[src/rtl/rx232_pkg.sv]
// Shared RS-232 receive definitions: frame FSM states and default data width.
package rx232_pkg;

    localparam int unsigned RX232_DATA_BITS = 8;

    typedef enum logic [1:0] {
        IDLE   = 2'd0,
        DATA   = 2'd1,
        PARITY = 2'd2,
        STOP   = 2'd3
    } rx232_state_t;

endpackage

[src/rtl/rx232_samp_det.sv]
// Registers the recovered sample clock and emits a one-cycle pulse on its rising edge.
module rx232_samp_det (
    input  logic clk,
    input  logic rst,
    input  logic rxck,
    output logic samp_c
);

    logic rxck_d;

    // Resets high so a level already high at release is not mistaken for an edge.
    always_ff @(posedge clk or posedge rst) begin
        if (rst) begin
            rxck_d <= 1'b1;
        end else begin
            rxck_d <= rxck;
        end
    end

    assign samp_c = rxck & ~rxck_d;

endmodule

[src/rtl/rx232_deser.sv]
// RS-232 frame deserializer with one-entry holding register and valid/ack handshake.
// Optional parity stage and rx_perr flag enabled by defining RX232_PARITY_EN.
module rx232_deser
    import rx232_pkg::*;
#(
    parameter int unsigned DATA_BITS  = RX232_DATA_BITS,
    parameter bit          PARITY_ODD = 1'b0
) (
    input  logic                 clk,
    input  logic                 rst,
    input  logic                 rxck,
    input  logic                 rxsdo,
    input  logic                 rx_ack,
    output logic [DATA_BITS-1:0] rx_data,
    output logic                 rx_valid,
    output logic                 rx_ferr,
    output logic                 rx_perr,
    output logic                 rx_ovr
);

    localparam int unsigned CNT_W = $clog2(DATA_BITS);
`ifdef RX232_PARITY_EN
    localparam logic PAR_EN = 1'b1;
`else
    localparam logic PAR_EN = 1'b0;
`endif

    logic                 samp_c;
    rx232_state_t         state_q, state_d;
    logic [CNT_W-1:0]     bitcnt_q, bitcnt_d;
    logic [DATA_BITS-1:0] shift_q, shift_d;
    logic                 par_q, par_d;
    logic [DATA_BITS-1:0] data_d;
    logic                 valid_d, ferr_d, perr_d, ovr_d;
    logic                 done_c;

    rx232_samp_det u_samp_det (
        .clk    (clk),
        .rst    (rst),
        .rxck   (rxck),
        .samp_c (samp_c)
    );

    always_ff @(posedge clk or posedge rst) begin
        if (rst) begin
            state_q  <= IDLE;
            bitcnt_q <= '0;
            shift_q  <= '0;
            par_q    <= 1'b0;
            rx_data  <= '0;
            rx_valid <= 1'b0;
            rx_ferr  <= 1'b0;
            rx_perr  <= 1'b0;
            rx_ovr   <= 1'b0;
        end else begin
            state_q  <= state_d;
            bitcnt_q <= bitcnt_d;
            shift_q  <= shift_d;
            par_q    <= par_d;
            rx_data  <= data_d;
            rx_valid <= valid_d;
            rx_ferr  <= ferr_d;
            rx_perr  <= perr_d;
            rx_ovr   <= ovr_d;
        end
    end

    always_comb begin
        state_d  = state_q;
        bitcnt_d = bitcnt_q;
        shift_d  = shift_q;
        par_d    = par_q;
        data_d   = rx_data;
        valid_d  = rx_valid;
        ferr_d   = rx_ferr;
        perr_d   = rx_perr;
        ovr_d    = rx_ovr;
        done_c   = 1'b0;

        // Frame sequencing advances only on recovered sample edges.
        if (samp_c) begin
            case (state_q)
                IDLE: begin
                    if (!rxsdo) begin
                        state_d  = DATA;
                        bitcnt_d = '0;
                    end
                end
                DATA: begin
                    shift_d  = {rxsdo, shift_q[DATA_BITS-1:1]};
                    bitcnt_d = bitcnt_q + CNT_W'(1);
                    if (bitcnt_q == CNT_W'(DATA_BITS - 1)) begin
                        state_d = PAR_EN ? PARITY : STOP;
                    end
                end
                PARITY: begin
                    par_d   = rxsdo;
                    state_d = STOP;
                end
                STOP: begin
                    done_c  = 1'b1;
                    state_d = IDLE;
                end
                default: state_d = IDLE;
            endcase
        end

        // Holding register: a same-cycle ack frees the slot for the completing frame.
        if (done_c) begin
            if (!rx_valid || rx_ack) begin
                data_d  = shift_q;
                valid_d = 1'b1;
                ferr_d  = ~rxsdo;
                perr_d  = PAR_EN & ((^{shift_q, par_q}) ^ PARITY_ODD);
            end else begin
                ovr_d = 1'b1;
            end
        end else if (rx_ack && rx_valid) begin
            valid_d = 1'b0;
            ovr_d   = 1'b0;
        end
    end

endmodule

[config.mk]
export PLATFORM = sky130hd
export DESIGN_NAME = rx232_deser
export DESIGN_NICKNAME = d
export VERILOG_FILES = /design/src/rtl/rx232_pkg.sv /design/src/rtl/rx232_samp_det.sv /design/src/rtl/rx232_deser.sv
export SDC_FILE = /design/constraint.sdc
export NUM_CORES = 1
export LEC_CHECK = 0
export ABC_AREA = 1
export CORE_UTILIZATION = 35
export DETAILED_ROUTE_END_ITERATION = 12
export MAX_ROUTING_LAYER = met4
export SYNTH_ARGS = -nofsm -noshare
export SYNTH_HDL_FRONTEND = slang
export SYNTH_SLANG_ARGS = --single-unit
[constraint.sdc]
create_clock -name clk -period 2.35 [get_ports clk]
set_input_delay 0.3525 -clock clk [delete_from_list [all_inputs] [get_ports clk]]
set_output_delay 0.3525 -clock clk [all_outputs]
set_load 0.1 [all_outputs]
Word-level counts from Yosys, hierarchy flattened
Cells that the tools add are included.
{"block": "word_totals", "regBits": 25, "latch_bits": 0, "mem_bits_rw": 0, "mem_bits_ro": 0, "input_bits": 5, "output_inout_bits": 12, "elab_cells": 44, "n_memories": 0}
{"block": "classes", "n_addsub": 1, "multipliers": 0, "n_div": 0, "order_cmp": 0, "n_eq_ne": 8, "n_shift": 0, "mux": 12, "bitwise": 3, "n_reduce_logical": 12}
{"op": "one-hot mux 2 bit (4 select lines)", "count": 1}
{"op": "AND reduction 2 bit", "count": 4}
{"op": "two-way mux 1 bit", "count": 7}
{"op": "!= test 2 bit (second input constant)", "count": 3}
{"op": "one-hot mux 3 bit (2 select lines)", "count": 1}
{"op": "AND reduction 3 bit", "count": 2}
{"op": "equality test 2 bit (second input constant)", "count": 2}
{"op": "two-way mux 2 bit", "count": 2}
{"op": "nonzero test 2 bit", "count": 2}
{"op": "adder 3 x 1 -> 3 bit (second input constant)", "count": 1}
{"op": "equality test 3 bit (second input constant)", "count": 1}
{"op": "two-way mux 3 bit", "count": 1}
{"op": "equality test 2 x 1 -> 1 bit (second input constant)", "count": 1}
{"op": "zero test 2 bit", "count": 1}
{"op": "!= test 2 x 1 -> 1 bit (second input constant)", "count": 1}
{"op": "NOT 1 bit", "count": 2}
{"op": "AND 1 bit", "count": 1}
{"op": "logical AND 1 bit", "count": 1}
{"op": "zero test 1 bit", "count": 1}
{"op": "logical OR 1 bit", "count": 1}

Logic depth before layout (Yosys ltp)
{"block": "depth", "word_depth": 5, "ltp_mapped": 7}

By module
A second synthesis with hierarchy kept.
{"block": "hier_totals", "cells_unflattened": 122, "hier_area_um2": 1153.6}
{"mod": "rx232_deser", "instances": 1, "cells_each": 118, "area_per_inst_um2": 1113.6, "seq_area_each_um2": 600.6}
{"mod": "rx232_samp_det", "instances": 1, "cells_each": 4, "area_per_inst_um2": 40.0, "seq_area_each_um2": 26.3}

Least setup slack after synthesis
Ideal clock, no wire load.
{"block": "synth_path", "path_kind": "reg-to-reg", "startpoint": "register rx_valid", "endpoint": "register rx_data[1]", "setup_time_ns": 0.122, "arrival_time_ns": 1.463, "required_ns": 2.228, "path_slack_ns": 0.765, "path_stages_with_launch": 5, "n_path_buf": 1, "period_less_slack_ns": 1.585, "path_cell_list": "dfrtp_1 -> nand2_1 -> buf_2 -> nand4_1 -> nand2_1"}
{"block": "synth_via", "elab_chain_cells": 3}
{"element": "start, declared", "line": "rx232_deser.sv:15", "text": "output logic rx_valid,"}
{"element": "start signal, assigned", "line": "rx232_deser.sv:61", "text": "rx_valid <= valid_d;"}
{"element": "zero test 1 bit", "line": "rx232_deser.sv:110", "text": "if (!rx_valid || rx_ack) begin"}
{"element": "logical OR 1 bit", "line": "rx232_deser.sv:110"}
{"element": "AND reduction 2 bit (no line)"}
{"element": "end signal, assigned", "line": "rx232_deser.sv:60", "text": "rx_data <= data_d;"}
{"element": "end, declared", "line": "rx232_deser.sv:14", "text": "output logic [DATA_BITS-1:0] rx_data,"}
No other way between the ends.
A chain may end at the register's enable or synchronous reset.

Worst setup path after layout
{"block": "layout_path", "startpoint": "input port rxck", "endpoint": "register rx_data[6]"}
{"block": "layout_via", "elab_chain_cells": 3}
{"element": "start, declared", "line": "rx232_deser.sv:11", "text": "input logic rxck,"}
{"element": "AND 1 bit", "line": "rx232_samp_det.sv:20", "text": "assign samp_c = rxck & ~rxck_d;"}
{"element": "two-way mux 1 bit", "line": "rx232_deser.sv:81", "text": "if (samp_c) begin"}
{"element": "AND reduction 2 bit (no line)"}
No other way between the ends.

==> flow_summary.ini <==
[critical_path]
arrival_ns = 1.68
cp_max_fo = 18
worstPathRequired_ns = 2.58
worstSetupStartpointType = input pin
cp-end-kind = register
crit_type = input pin to register

[sta]
setup_viol = 0
hold_slack_ns = 0.350
skew_ns = 0.00492
clock.fmax_mhz = 687
tns_ns = 0
period_needed_ns = 1.46
fin_crit_sh_pct = 62.0
maxSlewViolCount = 0
hold_viol_final = 0
grt_setup_unrepaired = false

[clock_tree]
root_buffer = clkbuf_4
postCtsSetupRepairBufs = 0
clk_latency_ns = 0.32
clkTransAtPathRegs_ns = 0.15
numCtsBuffers = 3
clk_path_buf_depth = 2
htree_levels = 1
cts_sinks = 25
holdBufCountCts = 0
post_cts_resized = 0
cts_tree = yes

[routing]
via_per_inst = 4.62
drt-pass1-iter-count = 4
num_vias = 883
wl_mm = 2.13
antenna_left = 0
wl_per_cell_um = 11.2
route.detailed.drc = 0
drt_iter0_markers = 31

[grt]
first_global_vias = 847
antenna_found_initial = 0
grt-ovfl-total = 0
grt_pass1_wl_mm = 3.76
grtUsageMet2_pct = 24.1
use_met1_pct = 17.7
grt-busiest-layer = met2
grt_use_total_pct = 14.6
grt_max_degree = 26
use_met3_pct = 1.97

[power]
finalPower_mw = 1.74
power_density_nw_per_um2 = 1300
p_leak_nw = 0.752
peakVddDrop_v = 0.000274

[finish]
layout-drive-gt1-share_pct = 14.3
antenna_cells = 0
nets = 158
final_area_um2 = 1340
syn2layout_area_growth_pct = 15.3
post-route-util_pct = 43.1
fillers = 328

[synthesis]
synthTopCellsByArea = dfrtp_1, nand2_1, nand4_1, ha_1, inv_1
synth_warnings = 0
yosys-top-cells-count = nand2_1, dfrtp_1, inv_1, nand4_1, nand3_1
ys_ff_latch = 25
ys_types = 15
synth_top_cell_by_area = dfrtp_1
synth_nets = 142
synth-main-ff-cell = dfrtp_1
syn_area_um2 = 1160
avgSynthCellArea_um2 = 8.79
synth.top_cell.area_share_pct = 51.8
yosysSeqAreaShare_pct = 54.0
synth_edf_count = 0
async_flop_share_pct = 100
yosysMostFrequentCell = nand2_1
synthCells = 132

[floorplan]
die_h_um = 59.6
start_util_pct = 37.4
die_area_um2 = 3550
die_w_um = 59.6
core_um2 = 3100
rows = 20
boundaryPins = 17

[hold_path]
hp-class = input pin to asynchronous set/reset pin

[placed_design]
numPortBuffers = 15
dpl_cell_area_um2 = 1310
place.gp.congestion = 0.749
dp_hpwl_mm = 1.57

[outcome]
status = complete, no violations

[flow_run]
drv_cap = 0
[power breakdown]
part	leakage [nW]	switching, mW	internal [mW]
sequential	0.331	0.110	0.576
clock	0.0139	0.136	0.0649
combinational	0.406	0.664	0.193
total	0.752	0.910	0.834
[layout by cell type, fill, tap and decap left out]
master           Yosys  routed
nand3_2              1       1
o21ai_1              1       1
nor2_4               1       1
clkdlybuf4s50_1      0       4
buf_4                1      13
conb_1               1       1
nand3_1             10      10
nand4_1             14      14
clkbuf_4             0       3
dfrtp_1             24      24
clkinvlp_4           0       1
inv_1               14      14
ha_1                 5       5
dfstp_2              1       1
nand2_1             53      53
nand2_2              1       1
[cell families after synthesis]
group                      share of synthesized area, %
DFF                                                54.0
and+or+nand+nor                                    31.4
other                                             0.323
adders and majority gates                          5.39
buffers and inverters                              8.41
AOI/OAI and AO/OA                                 0.431
[flip-flops by register name, summed over array words and instances, names as in the netlist]
name	count
rx_data	8
shift_q	8
bitcnt_q	3
state_q	2
rx_ferr	1
rx_ovr	1
rx_valid	1
u_samp_det.rxck_d	1
[cell type report]
type                    count  area, um^2  area share [%]
flip-flops and latches     25         627            46.9
multi-input cells          87         435            32.6
repair buffers             17         138            10.3
well taps                  44        55.1            4.12
inverters                  14        52.6            3.93
clock buffers               3        22.5            1.68
clock inverters             1        7.51           0.561
[worst paths after layout]
check                                         end  slack (ns)  depth (start not counted)  startpoint
worst max-delay path                   rx_data[6]        0.89                          6        rxck
worst min-delay path                       rx_ovr        0.35                          3         rst
worst max register to register         state_q[0]        0.91                          6  state_q[1]
worst min register to register         rx_data[3]        0.49                          2  rx_data[3]
max in group asynchronous       u_samp_det.rxck_d        1.71                          3         rst
min in group clk                u_samp_det.rxck_d        0.48                          1        rxck
[metrics by stage]
stage               cells  worst slack [ns]
detailed placement    187             0.526
CTS                   191             0.877
floorplan             132             0.765
finish                191             0.893
global route          191             0.695
global placement      187             0.574
[metal layers]
metal,vias to the layer above,wire [um]
met2,11,1080
met3,2,46
met1,418,983
met5,-,0
met4,0,27
li1,452,-
[critical path: stages]
cell and delay (ns):
clkdlybuf4s50_1 0.50, inv_1 0.08, nor2_4 0.33, nand3_2 0.25, nand2_1 0.11, nand2_1 0.06
Note: power is estimated with default switching activity, not from simulation.
